`src/rtl/DDR3cont_pkg.sv`:
```
// Shared DDR3 controller definitions: address geometry, host request
// record and the flat-address to row/bank/column split.
package DDR3cont_pkg;

    localparam int ADDR_MCTRL = 32;
    localparam int ROW_BITS   = 14;
    localparam int BA_BITS    = 3;
    localparam int COL_BITS   = 10;
    localparam int DQ_BITS    = 8;
    localparam int BURST_L    = 8;
    localparam int WDATA_BITS = BURST_L * DQ_BITS;
    localparam int QDEPTH     = 4;

    // Column offset bits covered by one BL8 burst; these are forced to zero.
    localparam int BURST_OFS  = $clog2(BURST_L);

    typedef struct packed {
        logic                  we;
        logic [ROW_BITS-1:0]   row;
        logic [BA_BITS-1:0]    bank;
        logic [COL_BITS-1:0]   col;
        logic [WDATA_BITS-1:0] wdata;
    } host_req_t;

    typedef struct packed {
        logic [ROW_BITS-1:0] row;
        logic [BA_BITS-1:0]  bank;
        logic [COL_BITS-1:0] col;
    } addr_fields_t;

    // Layout is {unused, row, bank, col}; the column is rounded down to a
    // burst boundary so the controller always issues aligned BL8 accesses.
    function automatic addr_fields_t addr_split(input logic [ADDR_MCTRL-1:0] addr);
        addr_fields_t f;
        f.col  = {addr[COL_BITS-1:BURST_OFS], {BURST_OFS{1'b0}}};
        f.bank = addr[COL_BITS +: BA_BITS];
        f.row  = addr[COL_BITS+BA_BITS +: ROW_BITS];
        return f;
    endfunction

endpackage

```
`src/rtl/ddr3_req_fifo.sv`:
```
// In-order FIFO of host requests whose head entry is held in an output
// register, so the consumer sees no combinational path from the producer.
module ddr3_req_fifo
    import DDR3cont_pkg::*;
#(
    parameter  int DEPTH = QDEPTH,
    localparam int PTR_W = $clog2(DEPTH),
    localparam int CNT_W = PTR_W + 1
) (
    input  logic             clock,
    input  logic             reset_n,
    input  logic             push,
    input  host_req_t        push_data,
    output logic             full,
    input  logic             pop,
    output logic             head_valid,
    output host_req_t        head,
    output logic [CNT_W-1:0] count
);

    host_req_t        mem [DEPTH];
    logic [PTR_W-1:0] wr_ptr;
    logic [PTR_W-1:0] rd_ptr;
    logic [PTR_W-1:0] rd_next;
    logic [CNT_W-1:0] count_next;
    logic [CNT_W-1:0] remaining;
    host_req_t        head_next;
    logic             do_push;
    logic             do_pop;

    // Full is taken from the occupancy count; pointer equality is ambiguous.
    assign full    = (count == CNT_W'(DEPTH));
    assign do_push = push && !full;
    assign do_pop  = head_valid && pop;

    // Work out next occupancy and what the head register must show next cycle.
    // If the queue would otherwise be empty after a pop, the entry being pushed
    // right now becomes the head directly, since it is not yet in storage.
    always_comb begin
        count_next = count;
        case ({do_push, do_pop})
            2'b10:   count_next = count + CNT_W'(1);
            2'b01:   count_next = count - CNT_W'(1);
            default: count_next = count;
        endcase
        rd_next   = do_pop ? rd_ptr + PTR_W'(1) : rd_ptr;
        remaining = do_pop ? count - CNT_W'(1) : count;
        head_next = head;
        if (count_next != '0) begin
            if (do_push && remaining == '0) begin
                head_next = push_data;
            end else begin
                head_next = mem[rd_next];
            end
        end
    end

    // Storage array has no reset; stale entries are never presented.
    always_ff @(posedge clock) begin
        if (do_push) begin
            mem[wr_ptr] <= push_data;
        end
    end

    // Pointers, occupancy and the registered head; head holds when empty.
    always_ff @(posedge clock or negedge reset_n) begin
        if (!reset_n) begin
            wr_ptr     <= '0;
            rd_ptr     <= '0;
            count      <= '0;
            head_valid <= 1'b0;
            head       <= '0;
        end else begin
            if (do_push) begin
                wr_ptr <= wr_ptr + PTR_W'(1);
            end
            rd_ptr     <= rd_next;
            count      <= count_next;
            head_valid <= (count_next != '0);
            head       <= head_next;
        end
    end

endmodule

```
`src/rtl/ddr3_host_cmd_queue.sv`:
```
// Host request front end for the DDR3 controller: splits each byte address
// into row/bank/column, queues requests in order and flags misalignment.
module ddr3_host_cmd_queue
    import DDR3cont_pkg::*;
#(
    parameter  int DEPTH = QDEPTH,
    localparam int CNT_W = $clog2(DEPTH) + 1
) (
    input  logic                  clock,
    input  logic                  reset_n,
    input  logic                  host_valid,
    output logic                  host_ready,
    input  logic                  host_we,
    input  logic [ADDR_MCTRL-1:0] host_addr,
    input  logic [WDATA_BITS-1:0] host_wdata,
    output logic                  ctrl_valid,
    input  logic                  ctrl_ready,
    output logic                  ctrl_we,
    output logic [ROW_BITS-1:0]   ctrl_row,
    output logic [BA_BITS-1:0]    ctrl_bank,
    output logic [COL_BITS-1:0]   ctrl_col,
    output logic [WDATA_BITS-1:0] ctrl_wdata,
    output logic [CNT_W-1:0]      q_count,
    output logic                  align_err,
    input  logic                  align_err_clr
);

    addr_fields_t fields;
    host_req_t    req;
    host_req_t    head;
    logic         full;
    logic         push;
    logic         misaligned;

    // Build the queued record from the host request at the time of push.
    always_comb begin
        fields     = addr_split(host_addr);
        req.we     = host_we;
        req.row    = fields.row;
        req.bank   = fields.bank;
        req.col    = fields.col;
        req.wdata  = host_wdata;
        misaligned = (host_addr[BURST_OFS-1:0] != '0);
    end

    assign host_ready = !full;
    assign push       = host_valid && host_ready;

    ddr3_req_fifo #(
        .DEPTH(DEPTH)
    ) u_fifo (
        .clock      (clock),
        .reset_n    (reset_n),
        .push       (push),
        .push_data  (req),
        .full       (full),
        .pop        (ctrl_ready),
        .head_valid (ctrl_valid),
        .head       (head),
        .count      (q_count)
    );

    assign ctrl_we    = head.we;
    assign ctrl_row   = head.row;
    assign ctrl_bank  = head.bank;
    assign ctrl_col   = head.col;
    assign ctrl_wdata = head.wdata;

    // Sticky misalignment flag; a new misaligned push beats a clear request.
    always_ff @(posedge clock or negedge reset_n) begin
        if (!reset_n) begin
            align_err <= 1'b0;
        end else if (push && misaligned) begin
            align_err <= 1'b1;
        end else if (align_err_clr) begin
            align_err <= 1'b0;
        end
    end

endmodule

```
`config.mk`:
```
export PLATFORM = sky130hd
export DESIGN_NAME = ddr3_host_cmd_queue
export DESIGN_NICKNAME = d
export VERILOG_FILES = /design/src/rtl/DDR3cont_pkg.sv /design/src/rtl/ddr3_req_fifo.sv /design/src/rtl/ddr3_host_cmd_queue.sv
export SDC_FILE = /design/constraint.sdc
export NUM_CORES = 1
export LEC_CHECK = 0
export ABC_AREA = 1
export BUFFER_PORTS_ARGS = -buffer_cell sky130_fd_sc_hd__buf_4
export CORE_MARGIN = 3
export CORE_UTILIZATION = 59
export DETAILED_ROUTE_END_ITERATION = 10
export MAX_ROUTING_LAYER = met4
export PLACE_DENSITY = 0.92
export SLEW_MARGIN = 40
export SYNTH_ARGS = -nofsm -noshare
export SYNTH_HDL_FRONTEND = slang
export SYNTH_HIERARCHICAL = 1
export SYNTH_SLANG_ARGS = --single-unit
```
`constraint.sdc`:
```
create_clock -name clock -period 7.61 [get_ports clock]
set_input_delay 1.522 -clock clock [delete_from_list [all_inputs] [get_ports clock]]
set_output_delay 1.522 -clock clock [all_outputs]
set_load 0.1 [all_outputs]
```
==> results.md <==
- CTS Buf Count: 47
- CP Capture Type: flop
- Global placement routability congestion: 0.7361
- Worst slew pin tran: 0.8503 ns
- Fin Clk Skew: roughly 0.015 ns
- Period minus WS final: 4.517 ns
- Post-CTS sizing: 0
- Clock tree from TritonCTS: yes
- DRC viols: 0
- Most frequent cells in the layout: 464 x nand3_1, 388 x nand2_1, 368 x edfxtp_1
- Uppermost routed layer: met4
- P&R area growth vs syn: 16.13%
- Synthesized area: just over 20,000 sq um
- Vias: 15,429
- DR WL met3: about 5600 um
- Worst endpoint required time: about 8.0 ns
- Met2 WL post-DR: approximately 26,000 um
- Setup crit start kind: primary input
- Final wirelength: about 53,000 um
- Fmax: ~220 MHz
- Die ar.: 37,400 sq um
- Wl on met1: about 19,000 um
- Hpwl dp: roughly 28,000 um
- TritonCTS Sinks: about 470
- Drt first-iter violations: 1,603
- Total grt overflow: 0
- WP data arrival: a little under 5 ns
- Post-synthesis cell type count: 23
- Hold Path Class: reg2reg
- Antenna-violating nets left: 0
- Syn Area/Cell: approximately 11 sq um
- Vias in the first global route: between 15,000 and 20,000
- Yosys reg bits: about 470
- Critical path class: in2reg
- Core area: roughly 34,000 sq um
- Global-route wire length before repair: 82,630 um
- Register area: ~14,000 sq um
- Max Cap Violations: 0
- Leading cell type in the layout, fill and taps excluded: nand3_1
- Via density: slightly below 6
- Final setup fails: 0
- YS warnings: 6
- DR pass1 iterations: 7
- Pins Over Slew Limit: 0
- Initial core utilization: about 61%
- Sequential share of the synthesized area: between 60% and 70%
- Final nets: about 2,200
- Total negative slack: 0 ns
- Max FO, Critical Path: between 60 and 70
- Largest net degree at the start of global routing: between 100 and 150
- Die extent in x: approximately 190 um
- DR WL/cell: between 20 and 25 um
- FILL cells: ~2,200
- Clk slew on worst S/H paths: 0.06 ns
- Worst reg2reg setup slack: 3.20 ns
- Tcrit/Tclk final: about three fifths
- RSZ-0062 raised after global routing: false
- Post-synthesis cell count: 1,972
- Gr usage total: 28.19%
- Row count: between 60 and 70
- IO Count: 200
- I/O Buffers: between 150 and 200
- Die H: between 150 and 200 um
- Clk_lat worst skew: between 0.5 and 0.6 ns
- Area of the multi-input gates: 5570 sq um
- Initial antenna violation count: 1
- Hold Buf Count CTS: 0
- Hold Vio Cnt, Final: 0
- Status: finished clean
- Clock tree buffer depth: 3
- Worst slew margin: 43.32%
- CTS H-Tree Depth: 2
- Layout cells sized above 1: 14.07%
- Post-CTS setup buffer count: 0
- CTS root buf: clkbuf_16
path summary, 6_finish.rpt:
kind / start / to / cells past startpoint
hold reg to reg: u_fifo/head[3]$_DFFE_PN0P_ / u_fifo/head[3]$_DFFE_PN0P_ / 2
setup reg to reg: u_fifo/count[0]$_DFF_PN0_ / u_fifo/head[44]$_DFFE_PN0P_ / 16
hold / removal: u_fifo/head[3]$_DFFE_PN0P_ / u_fifo/head[3]$_DFFE_PN0P_ / 2
setup / recovery: host_valid / u_fifo/head[44]$_DFFE_PN0P_ / 14
max in group asynchronous: reset_n / u_fifo/head[15]$_DFFE_PN0P_ / 2
min in group asynchronous: reset_n / u_fifo/head[64]$_DFFE_PN0P_ / 1
cells in the mapped netlist, drive strengths merged:
library cell  count  share of area (%)
dfrtp           101                 12
nand3b          184                6.7
conb              1              0.018
xor2              1              0.042
buf              95                2.3
o21ai             3              0.072
nand2           396                7.2
a31oi             1              0.030
ha                9               0.54
nand3           465                 11
clkbuf           35               0.63
edfxtp          368                 53
clkinv            1              0.018
nor2             10               0.19
nand4             2              0.060
inv             300                5.4
critical path: stages:
cell	delay, ns
buf_4	0.08
inv_1	0.04
nor2_2	0.10
nand2_1	0.34
ha_1	0.46
inv_1	0.14
nor2_1	0.06
a31oi_1	0.24
nor2_1	0.13
nand2_4	0.52
clkinv_2	0.57
buf_6	0.48
nand2_1	0.16
nand2_1	0.08
per-stage QoR:
stage                     instance area, sq um  util, %  setup slack [ns]  hold WS (ns)  cells
final                                    24060    70.69             3.093        0.4769   2609
after global routing                     24060    70.69             2.880        0.4998   2609
after CTS                                24040    70.62             3.021        0.4834   2608
after detailed placement                 22500    66.10             2.468        0.4665   2520
after global placement                   22440    65.93             2.731        0.4644   2518
after floorplan                          20770        -             1.369        0.5796   1986
kinds of logic (layout without fill, tap and decap cells):
group | count (synthesis) | in the layout | share of synthesized area [%]
and+or+nand+nor | 1057 | 1057 | 25.39
buffers and inverters | 431 | 605 | 8.359
other | 1 | 16 | 0.01810
adders and majority gates | 9 | 9 | 0.5436
xor gates and xnor gates | 1 | 1 | 0.04229
AOI/OAI and AO/OA | 4 | 4 | 0.1027
DFF | 469 | 469 | 65.54
layout make-up:
type | count | area share, %
tap | 448 | 2.330
antenna | 1 | 0.01040
clock buffer | 70 | 5.627
timing repair buffer | 216 | 6.969
inverter | 301 | 4.707
clock inverter | 18 | 0.7645
sequential | 469 | 56.44
multi-input combinational | 1086 | 23.15
registers in the layout (all words and copies together), names as in the netlist:
signal             count
u_fifo/head_valid      1
u_fifo/mem           368
u_fifo/count           3
u_fifo/rd_ptr          2
u_fifo/wr_ptr          2
align_err              1
u_fifo/head           92
routing by layer:
metal	global-route usage, %	vias up
met4	12.14	0
li1	-	6862
met1	33.63	7409
met3	5.375	172
met5	-	-
met2	47.26	986
Power is not shown: default switching activity piles up to over one toggle a cycle in this logic, so the estimate is an artifact.
